File: config.mk
export PLATFORM = sky130hd
export DESIGN_NAME = skintone_stream_ctrl_flat
export DESIGN_NICKNAME = d
export VERILOG_FILES = /design/src/rtl/skintone_stream_ctrl_pkg.sv /design/src/rtl/skintone_stream_ctrl_if.sv /design/src/rtl/skintone_result_fifo.sv /design/src/rtl/skintone_stream_ctrl.sv /design/src/flat_wrapper.sv
export SDC_FILE = /design/constraint.sdc
export NUM_CORES = 1
export LEC_CHECK = 0
export BUFFER_PORTS_ARGS = -buffer_cell sky130_fd_sc_hd__buf_2
export CAP_MARGIN = 30
export CORE_ASPECT_RATIO = 2
export CORE_MARGIN = 2
export CORE_UTILIZATION = 38
export CTS_BUF_LIST = sky130_fd_sc_hd__clkbuf_2
export CTS_CLUSTER_DIAMETER = 200
export DETAILED_ROUTE_END_ITERATION = 10
export MAX_ROUTING_LAYER = met4
export SLEW_MARGIN = 20
export SYNTH_ARGS = -nofsm -noshare
export SYNTH_HDL_FRONTEND = slang
export SYNTH_SLANG_ARGS = --single-unit
File: constraint.sdc
create_clock -name clk -period 2.6 [get_ports clk]
set_input_delay 0.13 -clock clk [delete_from_list [all_inputs] [get_ports clk]]
set_output_delay 0.13 -clock clk [all_outputs]
set_load 0.1 [all_outputs]
File: src/rtl/skintone_stream_ctrl_pkg.sv
// skintone_stream_ctrl_pkg: shared widths, pixel layout, flush FSM states and pointer helper
package skintone_stream_ctrl_pkg;
   localparam int PIXEL_W      = 24;
   localparam int SCORE_W      = 8;
   localparam int PIPE_LAT_DEF = 16;
   typedef struct packed {
      logic [7:0] y;
      logic [7:0] cr;
      logic [7:0] cb;
   } pixel_t;
   typedef enum logic {ST_FLUSH, ST_RUN} state_e;
   function automatic int unsigned ptr_inc(input int unsigned p, input int unsigned depth);
      return (p + 1 == depth) ? 0 : p + 1;
   endfunction
endpackage

File: src/rtl/skintone_stream_ctrl_if.sv
// skintone_stream_ctrl_if: valid/ready stream bundle; carries last when SKINTONE_LAST_EN is defined
interface skintone_stream_ctrl_if #(parameter int W = skintone_stream_ctrl_pkg::PIXEL_W);
   logic [W-1:0] data;
   logic         valid;
   logic         ready;
`ifdef SKINTONE_LAST_EN
   logic         last;
   modport master (output data, valid, last, input ready);
   modport slave (input data, valid, last, output ready);
`else
   modport master (output data, valid, input ready);
   modport slave (input data, valid, output ready);
`endif
endinterface

File: src/rtl/skintone_result_fifo.sv
// skintone_result_fifo: first-word fall-through result FIFO of any depth >= 2
module skintone_result_fifo
   import skintone_stream_ctrl_pkg::*;
#(
   parameter int W     = 8,
   parameter int DEPTH = 32,
   localparam int PW   = $clog2(DEPTH),
   localparam int LW   = $clog2(DEPTH) + 1
) (
   input  logic          clk,
   input  logic          rst_n,
   input  logic          push,
   input  logic [W-1:0]  wdata,
   input  logic          pop,
   output logic [W-1:0]  rdata,
   output logic [LW-1:0] level,
   output logic          full,
   output logic          empty
);
   logic [W-1:0]  mem_q [DEPTH];
   logic [PW-1:0] wr_ptr_q, wr_ptr_d, rd_ptr_q, rd_ptr_d;
   logic [LW-1:0] level_q, level_d;
   logic          wr_en, rd_en;

   assign full  = level_q == LW'(DEPTH);
   assign empty = level_q == '0;
   assign level = level_q;
   assign rdata = empty ? '0 : mem_q[rd_ptr_q];

   // pointer and occupancy updates; a push into a full FIFO is dropped
   always_comb begin
      wr_en    = push && !full;
      rd_en    = pop && !empty;
      wr_ptr_d = wr_en ? PW'(ptr_inc(32'(wr_ptr_q), DEPTH)) : wr_ptr_q;
      rd_ptr_d = rd_en ? PW'(ptr_inc(32'(rd_ptr_q), DEPTH)) : rd_ptr_q;
      level_d  = level_q + LW'(wr_en) - LW'(rd_en);
   end

   // storage needs no reset; the head is masked while empty
   always_ff @(posedge clk) begin
      if (wr_en) mem_q[wr_ptr_q] <= wdata;
   end

   // pointer and level registers
   always_ff @(posedge clk or negedge rst_n) begin
      if (!rst_n) begin
         wr_ptr_q <= '0;
         rd_ptr_q <= '0;
         level_q  <= '0;
      end else begin
         wr_ptr_q <= wr_ptr_d;
         rd_ptr_q <= rd_ptr_d;
         level_q  <= level_d;
      end
   end
endmodule

File: src/rtl/skintone_stream_ctrl.sv
// skintone_stream_ctrl: issues pixels to a non-stalling datapath against reserved result FIFO space; SKINTONE_LAST_EN adds last flags
module skintone_stream_ctrl
   import skintone_stream_ctrl_pkg::*;
#(
   parameter int PIPE_LAT   = PIPE_LAT_DEF,
   parameter int FIFO_DEPTH = 32,
   localparam int LW        = $clog2(FIFO_DEPTH) + 1
) (
   input  logic                  clk,
   input  logic                  rst_n,
   skintone_stream_ctrl_if.slave  s,
   skintone_stream_ctrl_if.master m,
   output pixel_t                dp_pixel,
   output logic                  dp_valid,
   input  logic [SCORE_W-1:0]    dp_result,
   input  logic                  dp_result_valid,
   output logic [LW-1:0]         fifo_level,
   output logic                  ovf_err
);
   localparam int CW = $clog2(PIPE_LAT + 2);
`ifdef SKINTONE_LAST_EN
   localparam int FW  = SCORE_W + 1;
   localparam int SRW = PIPE_LAT + 1;
   logic [SRW-1:0] last_sr_q, last_sr_d;
`else
   localparam int FW  = SCORE_W;
`endif

   state_e        state_q, state_d;
   logic [CW-1:0] flush_cnt_q, flush_cnt_d;
   logic [LW-1:0] used_q, used_d;
   pixel_t        dp_pixel_q, dp_pixel_d;
   logic          dp_valid_q, dp_valid_d, ovf_err_q, ovf_err_d;
   logic          flush, accept, pop, push, fifo_full, fifo_empty;
   logic [FW-1:0] fifo_wdata, fifo_rdata;

   if (FIFO_DEPTH < 2) begin : g_depth_chk
      $error("skintone_stream_ctrl: FIFO_DEPTH must be at least 2");
   end

   assign flush    = state_q == ST_FLUSH;
   assign s.ready  = !flush && (used_q < LW'(FIFO_DEPTH));
   assign accept   = s.valid && s.ready;
   assign pop      = m.valid && m.ready;
   assign push     = dp_result_valid && !flush;
   assign dp_pixel = dp_pixel_q;
   assign dp_valid = dp_valid_q;
   assign ovf_err  = ovf_err_q;
   assign m.valid  = !fifo_empty;
   assign m.data   = fifo_rdata[SCORE_W-1:0];
`ifdef SKINTONE_LAST_EN
   assign fifo_wdata = {last_sr_q[PIPE_LAT], dp_result};
   assign m.last     = fifo_rdata[SCORE_W];
`else
   assign fifo_wdata = dp_result;
`endif

   // flush sequencing, reservation count, issue register and sticky overflow
   always_comb begin
      state_d     = (flush && flush_cnt_q == CW'(1)) ? ST_RUN : state_q;
      flush_cnt_d = flush ? flush_cnt_q - 1'b1 : flush_cnt_q;
      used_d      = used_q + LW'(accept) - LW'(pop);
      dp_valid_d  = accept;
      dp_pixel_d  = accept ? pixel_t'(s.data) : dp_pixel_q;
      ovf_err_d   = ovf_err_q || (push && fifo_full);
`ifdef SKINTONE_LAST_EN
      last_sr_d   = flush ? '0 : (last_sr_q << 1) | SRW'(accept && s.last);
`endif
   end

   // control registers; reset re-enters FLUSH with nothing reserved
   always_ff @(posedge clk or negedge rst_n) begin
      if (!rst_n) begin
         state_q     <= ST_FLUSH;
         flush_cnt_q <= CW'(PIPE_LAT + 1);
         used_q      <= '0;
         dp_valid_q  <= 1'b0;
         dp_pixel_q  <= '0;
         ovf_err_q   <= 1'b0;
`ifdef SKINTONE_LAST_EN
         last_sr_q   <= '0;
`endif
      end else begin
         state_q     <= state_d;
         flush_cnt_q <= flush_cnt_d;
         used_q      <= used_d;
         dp_valid_q  <= dp_valid_d;
         dp_pixel_q  <= dp_pixel_d;
         ovf_err_q   <= ovf_err_d;
`ifdef SKINTONE_LAST_EN
         last_sr_q   <= last_sr_d;
`endif
      end
   end

   skintone_result_fifo #(.W(FW), .DEPTH(FIFO_DEPTH)) u_fifo (
      .clk   (clk),
      .rst_n (rst_n),
      .push  (push),
      .wdata (fifo_wdata),
      .pop   (pop),
      .rdata (fifo_rdata),
      .level (fifo_level),
      .full  (fifo_full),
      .empty (fifo_empty)
   );
endmodule

File: src/flat_wrapper.sv
// flat-port wrapper written by rule: the top's interface ports become plain ports
module skintone_stream_ctrl_flat import skintone_stream_ctrl_pkg::*;
#(
   parameter int PIPE_LAT   = PIPE_LAT_DEF,
   parameter int FIFO_DEPTH = 32,
   localparam int LW        = $clog2(FIFO_DEPTH) + 1
)
  (clk, rst_n, dp_pixel, dp_valid, dp_result, dp_result_valid, fifo_level, ovf_err, s_data, s_valid, s_ready, m_data, m_valid, m_ready);
  skintone_stream_ctrl_if #(.W(24)) s_i ();
  skintone_stream_ctrl_if #(.W(8)) m_i ();
  input  logic clk;
  input  logic rst_n;
  output pixel_t dp_pixel;
  output logic dp_valid;
  input  logic [SCORE_W-1:0] dp_result;
  input  logic dp_result_valid;
  output logic [LW-1:0] fifo_level;
  output logic ovf_err;
  input wire logic [$bits(s_i.data)-1:0] s_data;
  input wire logic [$bits(s_i.valid)-1:0] s_valid;
  output wire logic [$bits(s_i.ready)-1:0] s_ready;
  output wire logic [$bits(m_i.data)-1:0] m_data;
  output wire logic [$bits(m_i.valid)-1:0] m_valid;
  input wire logic [$bits(m_i.ready)-1:0] m_ready;
  assign s_i.data = s_data;
  assign s_i.valid = s_valid;
  assign s_ready = s_i.ready;
  assign m_data = m_i.data;
  assign m_valid = m_i.valid;
  assign m_i.ready = m_ready;
  skintone_stream_ctrl #(.PIPE_LAT(PIPE_LAT), .FIFO_DEPTH(FIFO_DEPTH)) u_core (.clk(clk), .rst_n(rst_n), .s(s_i), .m(m_i), .dp_pixel(dp_pixel), .dp_valid(dp_valid), .dp_result(dp_result), .dp_result_valid(dp_result_valid), .fifo_level(fifo_level), .ovf_err(ovf_err));
endmodule
After elaboration in Yosys (flattened, before gate mapping)
Memory sizes are Yosys's and may differ from the RTL's.
Index checks and enable logic that the tools add are counted.
- add/subtract/negate cells: 7
- $lt $le $gt $ge: 1
- eq/ne operators: 4
- multiplexer cells: 5
- bitwise logic cells: 1
- reductions and logical operators: 12
- operator list (kind ; count):
    $eq A6 B6 Y1 const B ; 3
    $add A5 B1 Y6 const B ; 2
    $add A6 B1 Y6 ; 2
    $sub A6 B1 Y6 ; 2
    $mux W5 ; 2
    $logic_and A1 B1 Y1 ; 8
    $mux W8 ; 1
    $logic_not A6 Y1 ; 1
    $lt A6 B6 Y1 const B ; 1
    $eq A5 B1 Y1 const B ; 1
    $sub A5 B1 Y5 const B ; 1
    $logic_not A1 Y1 ; 2
    $mux W1 ; 2
    $logic_or A1 B1 Y1 ; 1
    $not A1 Y1 ; 1
- register bits after elaboration: 54
- bits in writable memories: 256
- bits of input ports: 37
- output and inout port bits: 42
- logic and storage cells: 42
- memories: 1
- memory list (memory ; depth ; bits a word ; read ports ; clocked after Yosys merged registers in ; wr ports ; RTL line ; source):
    u_core.u_fifo.mem_q ; 32 ; 8 ; 1 ; 0 ; 1 ; skintone_result_fifo.sv:20 ; logic [W-1:0] mem_q [DEPTH];

Longest topological paths before layout
Gate-level depths: netlist of run 1.
- word-level depth: 5
- gate-level depth with buffers: 14
- mapped depth without buffers: 13

By module
Synthesis of run 1 repeated with hierarchy kept, for this count alone.
- cell total of the unflattened synthesis: 678
- area total of the unflattened synthesis: 12629.6 um2
- by module, submodules not included (module ; times used ; cells each ; area an instance (um2)):
    skintone_result_fifo ; 1 ; 563 ; 10923.0
    skintone_stream_ctrl ; 1 ; 115 ; 1706.6

Worst setup path after synthesis of run 1
Ideal clock, no wire load.
- path type: register to register
- start: register u_core.u_fifo.level_q[4], in the netlist u_core.u_fifo.level[4]
- end: register u_core.used_q[5]
- data arrival time: 4197 ps
- setup slack: -1684 ps
- cell stages (with the launch flop): 13
- buffers on the path: 1
- cells stage by stage: dfrtp_1 inv_1 ha_1 nand4bb_1 and2_1 clkbuf_1 ha_1 inv_1 ha_1 a21o_1 a21o_1 a2111o_1 o211ai_1
- longest elaborated chain between the ends: 4
- ends and longest elaborated chain (element ; RTL line ; source):
    start: declaration ; skintone_result_fifo.sv:22 ; logic [LW-1:0] level_q, level_d;
    start signal: assignment ; skintone_result_fifo.sv:53 ; level_q <= level_d;
    $logic_not A6 Y1 ; skintone_result_fifo.sv:26 ; assign empty = level_q == '0;
    $logic_not A1 Y1 ; skintone_stream_ctrl.sv:49 ; assign m.valid = !fifo_empty;
    named net m_valid ; flat_wrapper.sv:23 ; output wire logic [$bits(m_i.valid)-1:0] m_valid;
    $logic_and A1 B1 Y1 ; skintone_stream_ctrl.sv:44 ; assign pop = m.valid && m.ready;
    $sub A6 B1 Y6 ; skintone_stream_ctrl.sv:62 ; used_d = used_q + LW'(accept) - LW'(pop);
    named net u_core.used_d[5] ; skintone_stream_ctrl.sv:31 ; logic [LW-1:0] used_q, used_d;
    end signal: assignment ; skintone_stream_ctrl.sv:86 ; used_q <= used_d;
    end: declaration ; skintone_stream_ctrl.sv:31 ;
The timed path passes the listed nets, and every way through them passes these cells.
A chain may end at the register's enable or synchronous reset.

Worst setup path in the final report of run 1
- start: register u_core.u_fifo.rd_ptr_q[0]
- end: output m_data[0]
- longest elaborated chain between the ends: 2
- ends and longest elaborated chain (element ; RTL line ; source):
    start: declaration ; skintone_result_fifo.sv:21 ; logic [PW-1:0] wr_ptr_q, wr_ptr_d, rd_ptr_q, rd_ptr_d;
    start signal: assignment ; skintone_result_fifo.sv:52 ; rd_ptr_q <= rd_ptr_d;
    $mem_v2 Z32 W8 ; - ;
    $mux W8 ; skintone_result_fifo.sv:28 ; assign rdata = empty ? '0 : mem_q[rd_ptr_q];
    end: declaration ; flat_wrapper.sv:22 ; output wire logic [$bits(m_i.data)-1:0] m_data;
No other way between the ends.

==> results of run 1 <==
metal layers:
| metal | global-route usage | vias up |
|---|---|---|
| li1 | - | 3240 |
| met1 | 0.160 | 3570 |
| met2 | 0.332 | 223 |
| met3 | 0.0360 | 61 |
| met4 | 0.103 | 0 |
| met5 | - | - |
layout make-up:
cell class                      instances  area (um^2)  share of cell area
Sequential cell                       310         9060               0.567
Multi-Input combinational cell        300         3500               0.219
Timing Repair Buffer                  240         2130               0.133
Tap cell                              432          541              0.0338
Clock buffer                           93          465              0.0291
Clock inverter                         23          159             0.00993
Inverter                               33          134             0.00837
Antenna cell                            1         2.50            0.000156
synthesized netlist by cell type, types with 8 or more instances:
cell type	count
nor2_1	35
ha_1	22
a21oi_1	12
mux2_1	24
buf_2	11
nand3_1	13
o221ai_1	8
inv_1	30
o21ai_1	9
o31a_1	8
nand2_1	29
mux2i_1	17
edfxtp_1	256
dfrtp_1	52
mux4_2	59
clkbuf_1	13
xnor2_1	13
stage by stage:
stage | area [um^2] | worst slack [ns] | setup TNS (ns)
4_1_cts | 15900 | -0.787 | -6.24
6_report | 16000 | -0.662 | -5.01
5_1_grt | 16000 | -0.792 | -6.31
3_3_place_gp | 14100 | 0.0112 | 0
3_5_place_dp | 14100 | -0.105 | -0.105
2_1_floorplan | 12700 | -0.396 | -2.41
power by group through the flow:
stage	clock network, mW	logic [mW]	registers, mW
after global routing	3.42	10.8	6.54
after floorplan	0	4.90	8.22
final	3.05	10.3	6.48
after CTS	3.21	10.1	6.45
after global placement	0	9.09	6.55
after detailed placement	0	9.16	6.58
how the worst max path moves through the flow:
| stage | to | depth (start not counted) |
|---|---|---|
| after global placement | u_core.u_fifo.level[5]$_DFF_PN0_ | 12 |
| final | m_data[0] | 7 |
| after detailed placement | u_core.u_fifo.level[5]$_DFF_PN0_ | 12 |
| after floorplan | u_core.used_q[5]$_DFF_PN0_ | 12 |
| after global routing | m_data[4] | 8 |
| after CTS | m_data[3] | 8 |
cell families after synthesis:
| family | share of synthesized area |
|---|---|
| AO/OA/AOI/OAI | 0.0281 |
| XOR/XNOR | 0.0132 |
| multiplexers | 0.151 |
| flip-flops | 0.719 |
| buffers and inverters | 0.0262 |
| AND/OR/NAND/NOR | 0.0376 |
| adder cells (fa/ha/maj) | 0.0251 |
sequential cells by signal (all words and copies together) (netlist names), 5 cells and up:
name and count:
u_core.u_fifo.level 6, u_core.u_fifo.mem_q 256, u_core.dp_pixel 24, u_core.used_q 6
u_core.u_fifo.rd_ptr_q 5, u_core.flush_cnt_q 5, u_core.u_fifo.wr_ptr_q 5
what timing repair did:
action                                  in CTS  in global routing
pin swaps                                    7                 14
hold endpoints to repair                   352                  0
resized for setup                           25                 26
hold buffers                                88                  0
endpoints found under the setup margin      10                  9
gates cloned                                 3                  0
setup buffers                                8                  7
worst min-delay path: cells and delay by family:
kind / cells / cell delay [ns]
buf+inv: 2 / 0.63
compound gates: 1 / 0.07
simple gates: 1 / 0.22
cells in the final DEF (no fill, tap or decap), types with 5 or more instances in the layout:
| cell type | n |
|---|---|
| dlygate4sd3_1 | 87 |
| clkinv_2 | 6 |
| xnor2_1 | 13 |
| o31a_1 | 8 |
| clkinv_1 | 10 |
| a21oi_1 | 10 |
| buf_2 | 71 |
| ha_1 | 13 |
| clkbuf_2 | 93 |
| buf_12 | 16 |
| mux2_1 | 24 |
| ha_4 | 9 |
| buf_6 | 7 |
| inv_2 | 14 |
| xor2_1 | 6 |
| dfrtp_1 | 44 |
| o21ai_2 | 6 |
| a21o_1 | 6 |
| nand2_1 | 28 |
| nor2_1 | 35 |
| dfrtp_4 | 5 |
| buf_4 | 56 |
| mux2i_1 | 10 |
| nand3_1 | 12 |
| edfxtp_1 | 256 |
| inv_1 | 17 |
| mux4_2 | 62 |
| o221ai_2 | 6 |
==> results.yml, run 1 <==
worst_hold_path:
  min-delay-start: "m_ready"
  min_path_cells: 4
  hold_end: "u_core.u_fifo.rd_ptr_q[1]$_DFFE_PN0P_"
  hold_path_class: "input pin to register"
global_route:
  grt_max_degree: 33
  grt_pass1_vias: 7834
  grt-ovfl-total: 0
  grt_first_pass_wirelength_um: 43800
  grt_antenna_before_repair: 1
  grt_use_total: 0.176
synthesis:
  synth.area.top_cells: "edfxtp_1 61%, mux4_2 11%, dfrtp_1 10%"
  syn-instance-count: 675
  synth_area_um2: 12600
  synthesis.nets: 736
  synth_cell_types: 49
  netlist.area_leader.share: 0.611
  synth_edf_count: 256
  ys.flop_type: "edfxtp_1"
  ys_async_sr_fraction: 0.174
  yosys_warnings: 0
  synth_top_area_cell: "edfxtp_1"
  avgSynthCellArea_um2: 18.6
  synth-seq-area-share: 0.719
  synth_seq_cells: 310
worst_setup_path:
  crit_buf_inv: 3
  worstPathMaxFanout: 8
  worstRegToRegCells: 13
  worstPathArrival_ns: 3.13
  crit_start: "u_core.u_fifo.rd_ptr_q[0]$_DFFE_PN0P_"
  r2r-start: "u_core.u_fifo.level[4]$_DFF_PN0_"
  criticalPathCategory: "register to primary output"
  slowest_delay_ns: 0.52
  cp_common_cell: "buf_12"
  startpoint_type: "register"
  endpoint_kind: "primary output"
  r2r-end: "u_core.u_fifo.level[5]$_DFF_PN0_"
  ff2ff_setup_slack_ns: 0.08
  cp.required_ns: 2.47
  path_cells: "buf_6 -> buf_12 -> mux4_2 -> nand2_1 -> a21oi_1 -> o31a_1 -> buf_12"
  cp_top_family: "buffers and inverters"
  cpMaxStageDelayCell: "dfrtp_4"
detailed_routing:
  avgRoutedWirePerCell_um: 20.1
  drt_wl_total_um: 28800
  maxUsedRoutingLayer: "met4"
  vias_per_cell: 4.95
  met2WireLength_um: 16300
  antenna_left: 0
  drc: 0
  drtIter0Drc: 337
  wl_met3_um: 1280
  dr_total_vias: 7094
  wl_met1_um: 9870
  firstDrtPassIters: 5
die:
  num_rows: 94
  dieArea_um2: 34700
  io_pins: 79
  die_w_um: 133
  initial_core_util: 0.383
  die_y_um: 261
  coreArea_um2: 32800
outcome:
  status: "complete, but fails checks"
  violations: "negative setup slack"
clock_tree:
  cts_htree_levels: 3
  cts_tree: "built"
  cts_buffer_depth: 3
  clkLatencyLatePin_ns: 0.95
  path_clk_slew_ns: 0.13
  cts_buffers: 68
  root_buffer: "clkbuf_2"
  cts_sinks: 310
sta:
  tightestPinTransition_ns: 0.629
  rsz0062_at_grt: "true"
  min_period_over_period: 1.25
  finalHoldViolCount: 0
  setup_violations: 8
  slew_headroom: 0.580
  post-route-min-period_ns: 3.26
  timing.final.ws_setup_ns: -0.662
  skew_ns: 0.0687
  fmax_mhz: 307
  whs_ns: 0.147
  slew_viol_final: 0
cells_and_area:
  fillers: 2705
  drive_above_1_share: 0.389
  utilization: 0.488
  area_growth_pct: 27.2
  finalNonFillerCells: 1432
  layout.nets: 1014
place:
  numPortBuffers: 78
  gp_routability_congestion: 0.844
  dp_cells: 1211
  dp_hpwl_um: 18000
pwr:
  seq_power_share: 0.327
  p_switching_mw: 8.62
  p_per_area_nw_per_um2: 1240
  pwr-share-clk: 0.154
  p_sw_frac: 0.435
  peakVddDrop_v: 0.00186
  p_int_mw: 11.2
  p_comb_frac: 0.519
  power_leakage_nw: 5.89
  total_power_mw: 19.8
job:
  maxCapViolations: 0
Note: power is estimated with default switching activity, not from simulation.
==> run 2: changes to the inputs <==
--- a/config.mk
+++ b/config.mk
@@ -14,7 +14,8 @@
 export CTS_CLUSTER_DIAMETER = 200
 export DETAILED_ROUTE_END_ITERATION = 10
 export MAX_ROUTING_LAYER = met4
-export SLEW_MARGIN = 20
+export SKIP_LAST_GASP = 1
+export SLEW_MARGIN = 30
 export SYNTH_ARGS = -nofsm -noshare
 export SYNTH_HDL_FRONTEND = slang
 export SYNTH_SLANG_ARGS = --single-unit
==> constraint.sdc (replaced) <==
create_clock -name clk -period 4.18 [get_ports clk]
set_input_delay 0.209 -clock clk [delete_from_list [all_inputs] [get_ports clk]]
set_output_delay 0.209 -clock clk [all_outputs]
set_load 0.1 [all_outputs]
==> results.yml, run 2 (synthesis gave the netlist of run 1 again) <==
sta:
  fmax_mhz: 267
  min_period_over_period: 0.895
  rsz0062_at_grt: "false"
  slew_viol_final: 0
  finalHoldViolCount: 0
  post-route-min-period_ns: 3.74
  skew_ns: 0.0917
  setup_violations: 0
  slew_headroom: 0.357
  tightestPinTransition_ns: 0.964
  fin_tns_setup_ns: 0
  timing.final.ws_setup_ns: 0.440
cells_and_area:
  largest_reg_flops: 256
  fin_area_um2: 14700
  largest-register: "u_core.u_fifo.mem_q"
  utilization: 0.449
  area_growth_pct: 17.2
  final_common_cell: "edfxtp_1"
  fillers: 2863
  layout.nets: 937
  drive_above_1_share: 0.282
  final_cell_mix: "256 x edfxtp_1, 95 x clkbuf_2, 78 x buf_2"
worst_setup_path:
  slowest_delay_ns: 0.62
  path_cells: "buf_12 -> mux4_2 -> mux2i_1 -> o221ai_1 -> o31a_1 -> buf_2"
  worstPathArrival_ns: 3.53
  criticalPathCategory: "register to primary output"
  startpoint_type: "register"
  cp.required_ns: 3.97
  r2r-start: "u_core.u_fifo.level[4]$_DFF_PN0_"
  cpMaxStageDelayCell: "dfrtp_4"
  worstPathMaxFanout: 43
  crit_start: "u_core.u_fifo.rd_ptr_q[0]$_DFFE_PN0P_"
  endpoint_kind: "primary output"
clock_tree:
  clkLatencyLatePin_ns: 0.90
  cts_tree: "built"
  cts_buffers: 69
  cts_buffer_depth: 3
  root_buffer: "clkbuf_2"
  cts_sinks: 310
  path_clk_slew_ns: 0.12
  cts_htree_levels: 3
place:
  dp_hpwl_um: 17200
  gp_routability_congestion: 0.866
  numPortBuffers: 78
  placed_area_um2: 13400
  preCtsSetupSlack_ns: 1.34
die:
  dieArea_um2: 34700
  io_pins: 79
  initial_core_util: 0.383
  num_rows: 94
  coreArea_um2: 32800
  die_w_um: 133
  die_y_um: 261
global_route:
  grt_first_pass_wirelength_um: 40800
  grt_pass1_vias: 7363
  grt_use_total: 0.165
  grt_max_degree: 55
  grt_antenna_before_repair: 1
  grt-ovfl-total: 0
detailed_routing:
  avgRoutedWirePerCell_um: 20.0
  vias_per_cell: 5.04
  drt_wl_total_um: 27000
  dr_total_vias: 6811
  drtIter0Drc: 297
  drc: 0
  firstDrtPassIters: 5
  antenna_left: 0
pwr:
  power_leakage_nw: 5.38
  p_per_area_nw_per_um2: 742
  total_power_mw: 10.9
  peakVddDrop_v: 0.00139
worst_hold_path:
  hold_path_class: "input pin to register"
  min-delay-start: "dp_result_valid"
job:
  maxCapViolations: 0
outcome:
  status: "finished clean"
run 2: critical path, delay by kind of cell, from the launching register on:
family          cells  cell delay (ns)
compound gates      2             0.36
flops               1             0.62
buf+inv             2             0.64
mux                 2             0.98
run 2: what timing repair did:
action                                 4_1_cts  5_1_grt
resized for setup                            0        0
hold buffers                                76        0
setup buffers                                0        0
endpoints found under the hold margin      348        0
run 2: path summary, 6_finish.rpt:
check / to / slack, ns / depth (start not counted)
hold / removal: u_core.ovf_err$_DFF_PN0_ / 0.15 / 3
setup / recovery: m_data[7] / 0.44 / 6
min in group asynchronous: u_core.u_fifo.wr_ptr_q[1]$_DFFE_PN0P_ / 0.57 / 4
max in group asynchronous: u_core.u_fifo.rd_ptr_q[2]$_DFFE_PN0P_ / 3.07 / 4
setup reg to reg: u_core.u_fifo.level[5]$_DFF_PN0_ / 1.37 / 12
hold reg to reg: u_core.ovf_err$_DFF_PN0_ / 0.48 / 1
run 2: routing by layer:
metal	share of wire	global-route usage	routed length, um	up-vias
li1	-	-	-	3082
met1	0.34	0.150	9150	3434
met2	0.57	0.313	15400	223
met3	0.048	0.0374	1300	72
met4	0.043	0.0920	1170	0
met5	0	-	0	-
run 2: cell type report:
| class | count | area, um^2 | area share |
|---|---|---|---|
| diodes | 1 | 2.50 | 0.000170 |
| inverters | 33 | 124 | 0.00840 |
| multi-input cells | 300 | 3210 | 0.218 |
| clock buffers | 95 | 475 | 0.0322 |
| clock inverters | 19 | 114 | 0.00772 |
| repair buffers | 162 | 1220 | 0.0830 |
| well taps | 432 | 541 | 0.0367 |
| flip-flops and latches | 310 | 9050 | 0.614 |
run 2: where the power goes:
| group | switching, mW | total, mW | internal, mW |
|---|---|---|---|
| Combinational | 3.41 | 5.01 | 1.60 |
| Clock | 1.14 | 1.82 | 0.675 |
| Sequential | 0.373 | 4.12 | 3.74 |
| Total | 4.93 | 10.9 | 6.01 |
run 2: per-stage QoR:
stage / hold slack (ns) / instances
2_1_floorplan: -0.0866 / 675
3_3_place_gp: 0.391 / 1160
3_5_place_dp: 0.390 / 1160
4_1_cts: 0.0227 / 1350
5_1_grt: 0.0485 / 1352
6_report: 0.154 / 1352
==> run 3: changes to the inputs <==
==> constraint.sdc (replaced) <==
create_clock -name clk -period 3.6 [get_ports clk]
set_input_delay 0.18 -clock clk [delete_from_list [all_inputs] [get_ports clk]]
set_output_delay 0.18 -clock clk [all_outputs]
set_load 0.1 [all_outputs]
==> results.yml, run 3 (synthesis gave the netlist of run 1 again) <==
clock_tree:
  cts_buffers: 69
  path_clk_slew_ns: 0.12
  cts_sinks: 310
  root_buffer: "clkbuf_2"
  cts_buffer_depth: 3
  cts_htree_levels: 3
  cts_tree: "built"
  postCtsSetupRepairBufs: 0
  clkLatencyLatePin_ns: 0.94
sta:
  post-route-min-period_ns: 3.43
  slew_headroom: 0.460
  rsz0062_at_grt: "false"
  whs_ns: 0.234
  setup_violations: 0
  tightestPinTransition_ns: 0.808
  min_period_over_period: 0.953
  slew_viol_final: 0
  finalHoldViolCount: 0
  fmax_mhz: 291
  fin_tns_setup_ns: 0
  skew_ns: 0.102
worst_setup_path:
  crit_start: "u_core.u_fifo.rd_ptr_q[0]$_DFFE_PN0P_"
  criticalPathCategory: "register to primary output"
  r2r-start: "u_core.u_fifo.level[2]$_DFF_PN0_"
  worstPathMaxFanout: 32
  worstPathArrival_ns: 3.25
  endpoint_kind: "primary output"
  cp.required_ns: 3.42
  startpoint_type: "register"
pwr:
  p_per_area_nw_per_um2: 862
  peakVddDrop_v: 0.00189
  power_leakage_nw: 5.52
detailed_routing:
  avgRoutedWirePerCell_um: 19.6
  dr_total_vias: 6719
  antenna_left: 0
  drc: 0
  vias_per_cell: 4.88
  drt_wl_total_um: 27000
  drtIter0Drc: 315
  firstDrtPassIters: 4
global_route:
  grt_use_met2: 0.315
  top_usage_layer: "met2"
  grt_max_degree: 33
  grt-ovfl-total: 0
  grt_antenna_before_repair: 1
  grt_use_total: 0.166
  use_met1: 0.152
  grt_pass1_vias: 7475
  met3_usage: 0.0368
  grt_first_pass_wirelength_um: 41200
outcome:
  status: "finished clean"
place:
  dp_hpwl_um: 17100
  numPortBuffers: 78
  dp_cells: 1175
  gp_routability_congestion: 0.783
cells_and_area:
  regArea_um2: 9050
  multi_input_area_um2: 3250
  finalNonFillerCells: 1378
  final_common_cell: "edfxtp_1"
  drive_above_1_share: 0.303
  final_cell_mix: "256 x edfxtp_1, 99 x clkbuf_2, 84 x dlygate4sd3_1"
  area_growth_pct: 19.7
  fillers: 2848
  layout.nets: 960
  largest-register: "u_core.u_fifo.mem_q"
  largest_reg_flops: 256
die:
  io_pins: 79
  num_rows: 94
  coreArea_um2: 32800
  dieArea_um2: 34700
  die_w_um: 133
  die_y_um: 261
  initial_core_util: 0.383
job:
  maxCapViolations: 0
worst_hold_path:
  min-delay-start: "dp_result_valid"
  hold_path_class: "input pin to register"
## run 3: cell types whose count changed in the layout (fill, tap and decap cells not counted), sizes merged
cell	previous run	this run
inv	35	36
bufinv	1	2
clkbuf	95	100
clkinv	14	11
buf	86	100
dlygate4sd3	76	84
## run 3: stage by stage
step	setup WS (ns)	power (mW)	util	instance area [um^2]
3_5_place_dp	0.810	10.6	0.412	13500
5_1_grt	0.00401	13.7	0.459	15100
6_report	0.168	13.0	0.459	15100
3_3_place_gp	0.885	10.5	0.412	13500
4_1_cts	0.00353	13.1	0.458	15000
2_1_floorplan	0.0595	9.34	-	12600
## run 3: per-layer routing
layer  routed length [um]  up-vias  share of wire
met5                    0        -              0
met1                 9250     3358           0.34
met2                15600      179           0.58
met4                  983        0          0.036
met3                 1160       59          0.043
li1                     -     3123              -
## run 3: worst max-delay path: stages, from the launching register on
cell	delay [ns]
dfrtp_4	0.47
buf_12	0.28
mux4_2	0.55
mux2i_1	0.33
o221ai_1	0.21
o31a_1	0.16
buf_2	0.30
## run 3: report_power, final
group / internal, mW / leakage, nW / total (mW) / switching [mW]
Combinational: 1.95 / 2.10 / 6.03 / 4.08
Clock: 0.885 / 0.475 / 2.22 / 1.34
Sequential: 4.35 / 2.94 / 4.73 / 0.388
Total: 7.18 / 5.52 / 13.0 / 5.81
## run 3: final timing paths
check                                                        end  cells after the start  slack [ns]
min in group asynchronous        u_core.dp_pixel[19]$_DFFE_PN0N_                      4        0.41
hold reg to reg                         u_core.ovf_err$_DFF_PN0_                      1        0.48
max in group asynchronous  u_core.u_fifo.rd_ptr_q[3]$_DFFE_PN0P_                      4        2.72
hold / removal             u_core.u_fifo.wr_ptr_q[0]$_DFFE_PN0P_                      5        0.23
setup reg to reg                u_core.u_fifo.level[5]$_DFF_PN0_                     12        0.78
setup / recovery                                       m_data[7]                      6        0.17
## run 3: timing repair
item                       in CTS  in global routing
setup endpoints to repair       8                  3
hold endpoints to repair      350                  0
gates cloned                    0                  0
resized for setup               6                  5
hold buffers                   85                  0
## run 3: final cells by class
class,count,share of cell area
diodes,1,0.000166
repair buffers,185,0.0965
multi-input cells,300,0.216
inverters,33,0.00823
flip-flops and latches,310,0.601
clock inverters,18,0.00931
well taps,432,0.0359
clock buffers,99,0.0329
